$ cat config.mk
export PLATFORM = sky130hd
export DESIGN_NAME = cpu_path_receiver
export DESIGN_NICKNAME = d
export VERILOG_FILES = /design/src/rtl/cpu_path_receiver.sv
export SDC_FILE = /design/constraint.sdc
export NUM_CORES = 1
export LEC_CHECK = 0
export ABC_AREA = 1
export BUFFER_PORTS_ARGS = -buffer_cell sky130_fd_sc_hd__buf_2
export CAP_MARGIN = 20
export CORE_MARGIN = 5
export CORE_UTILIZATION = 43
export CTS_CLUSTER_DIAMETER = 40
export DETAILED_ROUTE_END_ITERATION = 12
export PLACE_DENSITY = 0.64
export SYNTH_ARGS = -nofsm -noshare
export SYNTH_HDL_FRONTEND = slang
export SYNTH_SLANG_ARGS = --single-unit
$ cat constraint.sdc
create_clock -name clk_50M -period 3.7 [get_ports clk_50M]
set_clock_uncertainty 0.2 [all_clocks]
set_input_delay 0.925 -clock clk_50M [delete_from_list [all_inputs] [get_ports clk_50M]]
set_output_delay 0.925 -clock clk_50M [all_outputs]
set_load 0.01 [all_outputs]
$ cat src/rtl/cpu_path_receiver.sv
// Snoops CPU data-bus stores into a reserved window, latches the Dijkstra path on CPU_stop and
// serves it node by node. Define PATH_REVERSE_EN to serve the buffer end-first.
module cpu_path_receiver #(
  parameter logic [31:0] PATH_BASE_ADDR = 32'h0000_0100,
  parameter logic [31:0] LEN_ADDR       = 32'h0000_00FC,
  parameter int unsigned DEPTH          = 32,
  parameter int unsigned NODE_W         = 5
) (
  input  logic              clk_50M,
  input  logic              reset,
  input  logic              CPU_MemWrite,
  input  logic [31:0]       CPU_DataAdr,
  input  logic [31:0]       CPU_WriteData,
  input  logic              CPU_stop,
  input  logic              path_clear,
  input  logic              node_changed,
  output logic [NODE_W-1:0] next_node,
  output logic              path_valid,
  output logic [5:0]        path_len,
  output logic [4:0]        path_index,
  output logic              path_done,
  output logic              addr_err
);

  localparam int unsigned IdxW     = (DEPTH > 1) ? $clog2(DEPTH) : 1;
  localparam logic [31:0] DepthW   = 32'(DEPTH);
  localparam logic [29:0] BaseWord = PATH_BASE_ADDR[31:2];
  localparam logic [29:0] LenWord  = LEN_ADDR[31:2];

  localparam logic [1:0] IDLE    = 2'd0;
  localparam logic [1:0] CAPTURE = 2'd1;
  localparam logic [1:0] SERVE   = 2'd2;
  localparam logic [1:0] DONE    = 2'd3;

  logic [1:0]        state_q, state_d;
  logic              stop_q;
  logic [5:0]        len_q, len_d;
  logic [4:0]        idx_q, idx_d;
  logic [NODE_W-1:0] node_q, node_d;
  logic              valid_q, valid_d;
  logic              done_q, done_d;
  logic              err_q, err_d;

  logic [NODE_W-1:0] node_mem [DEPTH];

  logic [29:0]     word, off;
  logic            capture_en, hit_len, hit_buf, hit_err, stop_edge;
  logic [IdxW-1:0] wr_slot, rd_slot;
  logic            unused_addr_lsbs;

  // Byte offsets select the same word.
  assign unused_addr_lsbs = ^CPU_DataAdr[1:0];
  assign word       = CPU_DataAdr[31:2];
  assign off        = word - BaseWord;
  assign capture_en = CPU_MemWrite && (state_q == CAPTURE) && !path_clear;
  assign hit_len    = capture_en && (word == LenWord);
  assign hit_buf    = capture_en && (word >= BaseWord) && ({2'b00, off} < DepthW);
  assign hit_err    = capture_en && (word >= BaseWord) && ({2'b00, off} >= DepthW) &&
                      ({2'b00, off} < 32'd32);
  assign wr_slot    = off[IdxW-1:0];
  assign stop_edge  = CPU_stop & ~stop_q;

  always_comb begin
    state_d = state_q;
    len_d   = len_q;
    idx_d   = idx_q;
    node_d  = node_q;
    valid_d = valid_q;
    done_d  = done_q;
    err_d   = err_q;
    rd_slot = '0;
    if (path_clear) begin
      state_d = CAPTURE;
      len_d   = 6'd0;
      idx_d   = 5'd0;
      node_d  = '0;
      valid_d = 1'b0;
      done_d  = 1'b0;
      err_d   = 1'b0;
    end else begin
      case (state_q)
        CAPTURE: begin
          if (hit_len) begin
            if (CPU_WriteData > DepthW) begin
              len_d = DepthW[5:0];
              err_d = 1'b1;
            end else begin
              len_d = CPU_WriteData[5:0];
            end
          end
          if (hit_err) err_d = 1'b1;
          if (stop_edge) begin
            if (len_d == 6'd0) begin
              state_d = DONE;
              done_d  = 1'b1;
            end else begin
              state_d = SERVE;
              valid_d = 1'b1;
`ifdef PATH_REVERSE_EN
              idx_d = 5'(len_d - 6'd1);
`else
              idx_d = 5'd0;
`endif
              rd_slot = idx_d[IdxW-1:0];
              // Forward a store landing in the first-served slot on the stop edge itself.
              node_d  = (hit_buf && (wr_slot == rd_slot)) ? CPU_WriteData[NODE_W-1:0]
                                                          : node_mem[rd_slot];
            end
          end
        end
        SERVE: begin
          if (node_changed) begin
`ifdef PATH_REVERSE_EN
            if (idx_q == 5'd0) begin
              state_d = DONE;
              valid_d = 1'b0;
              done_d  = 1'b1;
            end else begin
              idx_d   = idx_q - 5'd1;
              rd_slot = idx_d[IdxW-1:0];
              node_d  = node_mem[rd_slot];
            end
`else
            if ({1'b0, idx_q} == len_q - 6'd1) begin
              state_d = DONE;
              valid_d = 1'b0;
              done_d  = 1'b1;
            end else begin
              idx_d   = idx_q + 5'd1;
              rd_slot = idx_d[IdxW-1:0];
              node_d  = node_mem[rd_slot];
            end
`endif
          end
        end
        default: ;
      endcase
    end
  end

  always_ff @(posedge clk_50M or posedge reset) begin
    if (reset) begin
      state_q <= IDLE;
      stop_q  <= 1'b0;
      len_q   <= 6'd0;
      idx_q   <= 5'd0;
      node_q  <= '0;
      valid_q <= 1'b0;
      done_q  <= 1'b0;
      err_q   <= 1'b0;
    end else begin
      state_q <= state_d;
      stop_q  <= CPU_stop;
      len_q   <= len_d;
      idx_q   <= idx_d;
      node_q  <= node_d;
      valid_q <= valid_d;
      done_q  <= done_d;
      err_q   <= err_d;
    end
  end

  always_ff @(posedge clk_50M) begin
    if (hit_buf) node_mem[wr_slot] <= CPU_WriteData[NODE_W-1:0];
  end

  assign next_node  = node_q;
  assign path_valid = valid_q;
  assign path_len   = len_q;
  assign path_index = idx_q;
  assign path_done  = done_q;
  assign addr_err   = err_q;

endmodule

Yosys cells after proc, flatten, opt, wreduce, memory -nomap -nowiden. Memory sizes are Yosys's and may differ from the RTL's. Index checks and enable logic that the tools add are counted.

Output and inout port bits: 19. Memory bits (read-only): 0. Input bits: 70. Memories: 1. Latch bits: 0. RAM bits: 160. Flip-flop bits (word level): 22. Word-level logic and storage cells: 92.

Memories: node_mem (depth 32, width 5, rd ports 2, clocked after Yosys merged registers in 0, write ports 1, RTL line 44) `logic [NODE_W-1:0] node_mem [DEPTH];`.

Div/mod/pow operators: 0. Magnitude comparators: 4. Reductions and logical operators: 20. Shift-type cells: 0. Equality and inequality tests: 10. Multipliers: 0. Add/subtract/negate cells: 3. Bitwise logic cells: 2. Multiplexer cells: 44.

Operators by type and width (number): $mux W5 (11); $mux W6 (6); $gt A32 B6 Y1 const B (1); $eq A30 B6 Y1 const B (1); $ge A30 B6 Y1 const B (1); $ge A30 B7 Y1 const B (1); $lt A30 B6 Y1 const B (1); $sub A30 B7 Y30 const B (1); $pmux W5 S2 (2); $mux W1 (18); $ne A3 B3 Y1 const B (5); $reduce_and A5 Y1 (3); $reduce_bool A3 Y1 (3); $logic_and A1 B1 Y1 (8); $mux W2 (4); $eq A5 B6 Y1 (1); $logic_not A6 Y1 (1); $sub A6 B1 Y6 const B (1); $add A5 B1 Y5 const B (1); $logic_not A5 Y1 (1); $pmux W1 S2 (2); $pmux W2 S2 (1); $reduce_and A4 Y1 (1); $ne A3 B2 Y1 const B (1); 7 further kinds (7).

Longest topological paths before layout.
Depth in word-level cells: 12. Mapped depth: 15. Mapped depth without buffers: 14.

Worst setup path after synthesis. OpenSTA, ideal clock, no wires.

Path type: input -> register. Start: input port CPU_DataAdr[14]. End: memory node_mem[1][0], enable pin. Slack: 554 ps. Stages on the path: 10. Required time: 3160 ps. Arrival: 2606 ps. Buffers on the path: 0. Cell sequence: nor2_1 nand2_1 nor2_4 nand2_2 o21ai_2 nand3_1 or2_1 nor3_4 nand3_4 nor2_1.

Word-level cells in the longest chain between the ends: 5.

RTL lines: from (decl) (RTL line 12) `input logic [31:0] CPU_DataAdr,`; $sub A30 B7 Y30 or $ge A30 B7 Y1 (tied branches) (RTL line 54, 57); $lt A30 B6 Y1 or $logic_and A1 B1 Y1 (tied branches) (RTL line 57) `assign hit_buf = capture_en && (word >= BaseWord) && ({2'b00, off} < DepthW);`; $logic_and A1 B1 Y1 (*) (RTL line 57); $mux W1 (*) (RTL line 164) `if (hit_buf) node_mem[wr_slot] <= CPU_WriteData[NODE_W-1:0];`; $mux W1 (implied by the code) (*) (RTL line 164); to (decl) (RTL line 44).

Mark *: on every way between the ends. The rest lies on a longest branch, timed or not.

Worst setup path after layout.
Start: input port CPU_DataAdr[24]. End: memory node_mem[2][4], enable pin.

Same word-level chain as after synthesis.

==> qor.txt <==
yosys warns: 0
CTS root buf: clkbuf_16
Initial Utilization: 43.62%
PwrDens: 475.1 mW/mm²
diode count: 0
Reg2Reg Setup Slack: 0.87 ns
row cnt: 52
Vias: 6849
Yosys top cell by area: edfxtp_1
syn_nets: 995
async set-reset flop share out of synthesis: 12.09%
finished layout cell area: 0.01035 mm²
Cells after DPL: 1288
Core Area: 0.02017 mm²
Final Non-Filler Cells: 1320
Leak: 4.083 nW
CTS tree: yes
post-synth cell types: 38
Worst-Skew Late Latency: 0.43 ns
Setup TNS Final: 0 ns
drt first pass iters: 4
Yosys top cell area share: 54.61%
grt total ovfl: 0
Synth Flop Type: edfxtp_1
Die Width: 153.0 µm
crit path DAT: 2.98 ns
synth top area cells: edfxtp_1, nand2_1, dfrtp_1, nor2_1, nand3_1
final number of setup-violating endpoints: 0
number of CTS-inserted buffers: 17
Worst Hold Class: register to register
total setup buffers inserted after CTS: 0
boundary pin count: 89
Netlist Area Pre-Place: 0.008798 mm²
status: finished clean
clk sinks: 182
min cycle time layout: 3.102 ns
drt wl/cell: 16.74 µm
share of cells above drive strength 1: 18.29%
overall power: 4.919 mW
first-pass GRT wire length: 35.26 mm
slew of the pin with the lowest slew margin: 0.8676 ns
Slew Viols, Final: 0
Crit Path Max Fanout: 8
CTS resizes: 0
fin util: 51.33%
vias in the first global route: 6725
Synth Area per Inst: 9.532 µm²
area of placed instances: 0.009786 mm²
pin count of the biggest net entering global routing: 47
worst setup margin: 0.5980 ns
Cells after Synth: 923
number of remaining DRC errors: 0
initial antenna violation count: 0
dpl ws: 0.1674 ns
VDD IR max: 0.2605 mV
Tcrit/Tclk final: 83.84%
Final Hold Viols: 0
critical path launch point type: input pin
Tot GR Track Use: 19.07%
RD Place Congestion: 0.8790
Max H-tree Level: 4
hold_buf cts: 0
Slew headroom: 42.10%
ANT nets after route: 0
register area share after synthesis: 60.86%
Die Height: 153.0 µm
Synth Register Bits: 182
net total in the final layout: 1109
Worst Setup End Kind: register
PortBufs: 86
clock buffer depth: 2
Worst Path Required: 3.58 ns
DR vias/cell: 5.189
FMAX: 322.4 MHz
Hold WS: 0.2784 ns
DR iter-0 viols: 381
Area Growth Syn to Fin: 17.66%
Die ar.: 0.02342 mm²
Detail Placement HPWL: 15.12 mm
Post-synth EDFFs: 160
kind of critical path: input pin to register
WL final: 22.09 mm
RSZ-0062 raised after global routing: false
clk slew on worst S/H paths: 0.06 ns
Max Cap Viol: 0
[layer usage]
layer | GRT usage [%] | share of wire, % | up-vias
li1 | - | - | 3418
met1 | 24.64 | 43 | 3205
met2 | 32.17 | 49 | 195
met3 | 2.969 | 5.1 | 31
met4 | 7.891 | 2.7 | 0
met5 | 0 | 0 | -
[state kept, by name (all words and copies together), names as in the netlist]
name        count
path_valid      1
node_mem      160
path_done       1
next_node       5
addr_err        1
path_index      5
path_len        6
stop_q          1
state_q         2
[cells in the mapped netlist (4+ instances only)]
library cell    n
nand2_1       223
nand3_1       102
dfrtp_1        22
nor2_1        143
xor2_1          6
nand3_4         4
or2_2           5
nand3b_1        5
inv_1          48
o21ai_1         7
nor2_2         11
o21ai_0        21
a21oi_1        60
edfxtp_1      160
nand4_1        13
clkbuf_1       32
a22oi_1        26
xnor2_1         5
nor3_1          4
[kinds of logic after synthesis]
group,after synthesis,synth area share (%)
muxes,1,0.1138
AOI/OAI and AO/OA,121,7.907
adders and majority gates,2,0.2844
xor gates and xnor gates,11,1.095
and+or+nand+nor,520,26.04
buffers and inverters,86,3.697
DFF,182,60.86
[area by class of cell]
class	instances	area [µm²]
multi-input combinational	655	3118
clock buffer	18	429.2
tap	270	337.8
timing repair buffer	129	778.2
clock inverter	14	137.6
sequential	182	5356
inverter	52	195.2
fill	1903	9817
[path summary, 6_finish.rpt]
check | startpoint | to | cells after the start
max | CPU_DataAdr[24] | node_mem[2][4]$_DFFE_PP_ | 11
min | next_node[4]$_DFFE_PP0P_ | next_node[4]$_DFFE_PP0P_ | 2
max reg2reg | path_index[0]$_DFFE_PP0P_ | next_node[4]$_DFFE_PP0P_ | 14
min reg2reg | next_node[4]$_DFFE_PP0P_ | next_node[4]$_DFFE_PP0P_ | 2
max in group asynchronous | reset | path_index[0]$_DFFE_PP0P_ | 2
min in group asynchronous | reset | next_node[1]$_DFFE_PP0P_ | 2
[power by group]
part           internal [mW]  switching (mW)  total, mW  leakage [nW]
clock                  0.945           0.793       1.74         0.274
sequential              2.27          0.0259       2.30          1.73
combinational          0.290           0.591      0.881          2.08
[worst max-delay path: stages]
cell and delay, ns:
buf_2 0.13, nor2_1 0.26, nand2_1 0.12, nor2_1 0.16
nand4_1 0.17, xor2_1 0.17, nand2_1 0.10, nor3_4 0.17
buf_4 0.19, nand3_4 0.17, nor2_1 0.40
[placed cells by master (no fill, tap or decap), types with 6 or more instances in the layout]
cell	count
a21oi_1	60
a22oi_1	26
buf_2	86
buf_4	41
clkbuf_16	17
dfrtp_1	21
edfxtp_1	160
inv_1	48
nand2_1	223
nand3_1	102
nand4_1	13
nor2_1	143
nor2_2	11
o21ai_0	21
o21ai_1	7
xor2_1	6
Power figures use the tool's default switching activity.
